===== src/rtl/rxhexword.sv =====
// Receive-side parser for "0x%08x\r\n"-style ASCII hex words arriving as UART bytes.
// Emits the parsed word with a one-cycle o_stb, or a one-cycle o_err for malformed/stalled frames.
module rxhexword #(
  parameter int unsigned MAX_DIGITS     = 8,
  parameter int unsigned TIMEOUT_CYCLES = 17360
) (
  input  logic        i_clk,
  input  logic        i_reset,
  input  logic        i_rx_stb,
  input  logic [7:0]  i_rx_data,
  output logic        o_stb,
  output logic [31:0] o_data,
  output logic        o_err,
  output logic        o_busy
);

  localparam int unsigned TW = (TIMEOUT_CYCLES > 1) ? $clog2(TIMEOUT_CYCLES + 1) : 1;
  localparam logic [TW-1:0] TLIM    = TW'(TIMEOUT_CYCLES);
  localparam logic [3:0]    CNT_MAX = 4'(MAX_DIGITS);

  typedef enum logic [1:0] {
    IDLE,
    ZERO,
    DIGITS
  } state_t;

  state_t        state_q, state_d;
  logic [3:0]    cnt_q, cnt_d;
  logic [31:0]   acc_q, acc_d;
  logic [TW-1:0] timer_q, timer_d;
  logic [31:0]   data_q, data_d;
  logic          stb_q, stb_d;
  logic          err_q, err_d;
  logic          busy_q;

  // Returns {is_hex, nibble} for an ASCII character.
  function automatic logic [4:0] hex_decode(input logic [7:0] c);
    logic [4:0] r;
    r = '0;
    if (c >= 8'h30 && c <= 8'h39)      r = {1'b1, 4'(c - 8'h30)};
    else if (c >= 8'h61 && c <= 8'h66) r = {1'b1, 4'(c - 8'h57)};
    else if (c >= 8'h41 && c <= 8'h46) r = {1'b1, 4'(c - 8'h37)};
    return r;
  endfunction

  logic [4:0] hex;
  assign hex = hex_decode(i_rx_data);

  always_comb begin
    state_d = state_q;
    cnt_d   = cnt_q;
    acc_d   = acc_q;
    timer_d = timer_q;
    data_d  = data_q;
    stb_d   = 1'b0;
    err_d   = 1'b0;
    if (i_rx_stb) begin
      timer_d = '0;
      unique case (state_q)
        IDLE: begin
          if (i_rx_data == 8'h30) state_d = ZERO;
        end
        ZERO: begin
          if (i_rx_data == 8'h78 || i_rx_data == 8'h58) begin
            state_d = DIGITS;
            acc_d   = '0;
            cnt_d   = '0;
          end else if (i_rx_data != 8'h30) begin
            err_d   = 1'b1;
            state_d = IDLE;
          end
        end
        DIGITS: begin
          if (hex[4]) begin
            if (cnt_q < CNT_MAX) begin
              acc_d = {acc_q[27:0], hex[3:0]};
              cnt_d = cnt_q + 4'd1;
            end else begin
              err_d   = 1'b1;
              state_d = IDLE;
            end
          end else if (i_rx_data == 8'h0d || i_rx_data == 8'h0a) begin
            state_d = IDLE;
            if (cnt_q != 4'd0) begin
              data_d = acc_q;
              stb_d  = 1'b1;
            end else begin
              err_d = 1'b1;
            end
          end else begin
            // '0' is a hex digit, so a non-digit here can never return to ZERO.
            err_d   = 1'b1;
            state_d = IDLE;
          end
        end
        default: state_d = IDLE;
      endcase
    end else if (state_q == IDLE || TIMEOUT_CYCLES == 0) begin
      timer_d = '0;
    end else if (timer_q == TLIM) begin
      err_d   = 1'b1;
      state_d = IDLE;
      timer_d = '0;
    end else begin
      timer_d = timer_q + TW'(1);
    end
  end

  always_ff @(posedge i_clk) begin
    if (i_reset) begin
      state_q <= IDLE;
      cnt_q   <= '0;
      acc_q   <= '0;
      timer_q <= '0;
      data_q  <= '0;
      stb_q   <= 1'b0;
      err_q   <= 1'b0;
      busy_q  <= 1'b0;
    end else begin
      state_q <= state_d;
      cnt_q   <= cnt_d;
      acc_q   <= acc_d;
      timer_q <= timer_d;
      data_q  <= data_d;
      stb_q   <= stb_d;
      err_q   <= err_d;
      busy_q  <= (state_d != IDLE);
    end
  end

  assign o_stb  = stb_q;
  assign o_err  = err_q;
  assign o_data = data_q;
  assign o_busy = busy_q;

endmodule


===== config.mk =====
export PLATFORM = sky130hd
export DESIGN_NAME = rxhexword
export DESIGN_NICKNAME = d
export VERILOG_FILES = /design/src/rtl/rxhexword.sv
export SDC_FILE = /design/constraint.sdc
export NUM_CORES = 1
export LEC_CHECK = 0
export BUFFER_PORTS_ARGS = -buffer_cell sky130_fd_sc_hd__buf_2
export CAP_MARGIN = 15
export CORE_MARGIN = 2
export CORE_UTILIZATION = 48
export CTS_BUF_LIST = sky130_fd_sc_hd__clkbuf_8
export DETAILED_ROUTE_END_ITERATION = 7
export HOLD_SLACK_MARGIN = 0.06
export PLACE_DENSITY = 0.68
export REMOVE_ABC_BUFFERS = 1
export SLEW_MARGIN = 20
export SYNTH_ARGS = -nofsm -noshare
export SYNTH_HDL_FRONTEND = slang
export SYNTH_SLANG_ARGS = --single-unit

===== constraint.sdc =====
create_clock -name i_clk -period 2.3 [get_ports i_clk]
set_clock_uncertainty 0.05 [all_clocks]
set_input_delay 0 -clock i_clk [delete_from_list [all_inputs] [get_ports i_clk]]
set_output_delay 0 -clock i_clk [all_outputs]
set_load 0.1 [all_outputs]

==> results.py <==
metrics = {
    "placed_design": {
        "placement.io_buffers": 45,
        "gp_congestion": 0.854,
        "detailed_place_hpwl_mm": 4.41,
    },
    "sta": {
        "fmax_mhz": 474,
        "max_slew_margin": 0.666,
        "grt_setup_unrepaired": "false",
        "tightest_slew_ns": 0.504,
        "min_period_ns": 2.11,
        "slew_viol_final": 0,
        "setup_violations": 0,
        "fin_crit_sh": 0.918,
        "whs_ns": 0.0991,
        "finalHoldViolCount": 0,
    },
    "min_path": {
        "hold_class": "input pin to flop",
        "hold_depth": 4,
        "min_to": "acc_q[3]",
        "min_from": "i_rx_data[1]",
    },
    "global_routing": {
        "grt_use_total": 0.161,
        "grt_start_max_net_pins": 35,
        "grt-ovfl-total": 0,
        "antenna_found_initial": 0,
        "grt_pass1_vias": 2257,
        "grt_pass1_wl_mm": 10.1,
    },
    "job": {
        "cap_violations": 0,
    },
    "finish": {
        "finalNetCount": 416,
        "n_fill_cell": 643,
        "multi_input_area_um2": 1640,
        "final_cell_mix": "dfxtp_1 (88), nor2_1 (51), buf_2 (45), a22o_1 (33), mux2i_1 (33)",
        "mostFrequentLayoutCell": "dfxtp_1",
        "diodes": 0,
        "drive_above_1_share": 0.191,
        "fin_util": 0.569,
        "area_growth_pct": 15.9,
        "seq_area_um2": 1760,
    },
    "detailed_routing": {
        "wl_mm": 6.26,
        "drt_pass1_iterations": 5,
        "drcViolationCount": 0,
        "drt-wirelength-per-cell_um": 12.6,
        "drt.antenna.violating_nets": 0,
        "viasPerCell": 5.14,
        "dr.first_iter.drc_count": 139,
        "vias": 2555,
    },
    "worst_setup_path": {
        "critPathCaptureType": "flop",
        "cp_max_fo": 34,
        "regToRegStartpoint": "state_q[1]",
        "max_stage_delay_ns": 0.36,
        "path_cells": "inv_1, ha_1, inv_1, nor3_1, o21a_1, buf_4, o22ai_2, buf_4, mux2_2",
        "worst_path_max_delay_cell": "dfxtp_1",
        "r2r_setup_slack_ns": 0.19,
        "crit_type": "flop to flop",
        "r2r_cells": 9,
        "cp.arrival_ns": 2.30,
        "critPathRequiredTime_ns": 2.49,
        "r2r-end": "cnt_q[0]",
        "cp-start-kind": "flop",
    },
    "logic_synthesis": {
        "synth_area_um2": 3520,
        "ys_seq_elements": 88,
        "synthArstFlopShare": 0,
        "synthDistinctLibCells": 44,
        "synth_area_per_cell_um2": 10.3,
        "yosys_most_used_dff": "dfxtp_1",
        "synthCells": 341,
        "synth_edf_count": 0,
        "yosys_warnings": 0,
        "yosysSeqAreaShare": 0.500,
    },
    "floorplan": {
        "core_region_area_um2": 7180,
        "rows": 31,
        "die_w_um": 89.7,
        "start_util": 0.491,
        "ios": 46,
        "fp.dieArea_um2": 8040,
        "chipHeight_um": 89.7,
    },
    "power": {
        "power_density_nw_per_um2": 626,
        "p_leak_uw": 0.00190,
        "ir_drop_mv": 0.362,
    },
    "clock_network": {
        "cts_made_buffers": 9,
        "cts_max_level": 3,
        "tritoncts": "built",
        "root_buffer": "clkbuf_8",
        "cts_num_sinks": 88,
        "clock_path_buffers": 2,
        "clkTransAtPathRegs_ns": 0.08,
        "clk_latency_ns": 0.35,
    },
    "status": {
        "status": "finished clean",
    },
}
critical path: cells and delay by family (launching register included):
family | cells | cell delay (ns)
AO/OA/AOI/OAI | 2 | 0.22
multiplexers | 1 | 0.29
buffers and inverters | 4 | 0.59
AND/OR/NAND/NOR | 1 | 0.28
adder cells (fa/ha/maj) | 1 | 0.21
flip-flops | 1 | 0.36
report_power, final:
part / switching [uW] / leakage (uW) / internal (uW)
Combinational: 48.0 / 0.00110 / 28.9
Sequential: 0.0785 / 0.000708 / 1520
Clock: 555 / 0.0000891 / 403
cell usage after synthesis, types with 2 or more instances:
cell,instances,area share
dfxtp_1,88,0.50
nor2_1,51,0.054
a22o_1,33,0.082
mux2i_1,33,0.094
ha_1,12,0.043
inv_1,10,0.011
nand2_1,10,0.011
o21ai_0,9,0.013
and3_1,7,0.012
clkbuf_1,7,0.0075
xnor2_1,7,0.017
nor3_1,6,0.0085
xor2_1,6,0.015
a21o_1,5,0.011
buf_2,5,0.0071
nand3_1,5,0.0071
nand4_1,4,0.0071
nor2b_1,4,0.0071
a21oi_1,3,0.0043
buf_6,3,0.0096
nand2b_1,3,0.0053
nor3b_1,3,0.0064
a31oi_1,2,0.0036
and4_1,2,0.0050
nor4b_1,2,0.0050
o211ai_1,2,0.0043
o21a_1,2,0.0043
layer usage:
metal	GRT usage	up-vias	wire length, um
li1	-	1323	-
met2	0.243	45	2850
met5	0	-	0
met3	0.0466	7	253
met4	0.0502	0	76
met1	0.221	1180	3080
stage by stage:
stage / cells / total power [uW] / setup slack (ns) / cell area (um2) / TNS (ns)
final: 497 / 2560 / 0.188 / 4080 / 0
after global routing: 497 / 2660 / 0.0254 / 4080 / 0
after CTS: 497 / 2600 / 0.117 / 4080 / 0
after detailed placement: 476 / 1630 / 0.203 / 3850 / 0
after global placement: 476 / 1630 / 0.263 / 3850 / 0
after floorplan: 325 / 1590 / -0.486 / 3430 / -13.82
worst max path at each step:
stage	start	to	slack (ns)	depth (start not counted)
after floorplan	state_q[0]	cnt_q[0]	-0.49	6
after global routing	i_rx_data[0]	acc_q[18]	0.03	10
final	state_q[1]	cnt_q[0]	0.19	9
after CTS	i_rx_data[0]	acc_q[30]	0.12	10
after detailed placement	state_q[1]	acc_q[31]	0.20	8
after global placement	state_q[1]	cnt_q[0]	0.26	9
cell type report:
cell class,instances,share of cell area
sequential,88,0.432
tap,99,0.0303
timing repair buffer,57,0.0834
clock buffer,9,0.0303
inverter,10,0.00919
clock inverter,7,0.0138
multi-input combinational,227,0.401
repair_timing:
item                                    CTS  global route
endpoints found under the hold margin     7             0
hold buffers                              5             0
endpoints found under the setup margin    0            28
resized for setup                         0             1
setup buffers                             0             0
registers in the layout, summed over array words and instances (netlist names):
name / count
o_busy: 1
o_stb: 1
state_q: 2
cnt_q: 4
o_data: 32
o_err: 1
timer_q: 15
acc_q: 32
cells by family (layout without fill, tap and decap cells):
group                    count (synthesis)  in the layout  synth area share
AO/OA/AOI/OAI                           62             62             0.136
XOR/XNOR                                13             13            0.0323
adder cells (fa/ha/maj)                 12             12            0.0426
buffers and inverters                   26             83            0.0369
flip-flops                              88             88             0.500
multiplexers                            34             34            0.0969
AND/OR/NAND/NOR                        106            106             0.155
(Power assumes the default switching activity.)
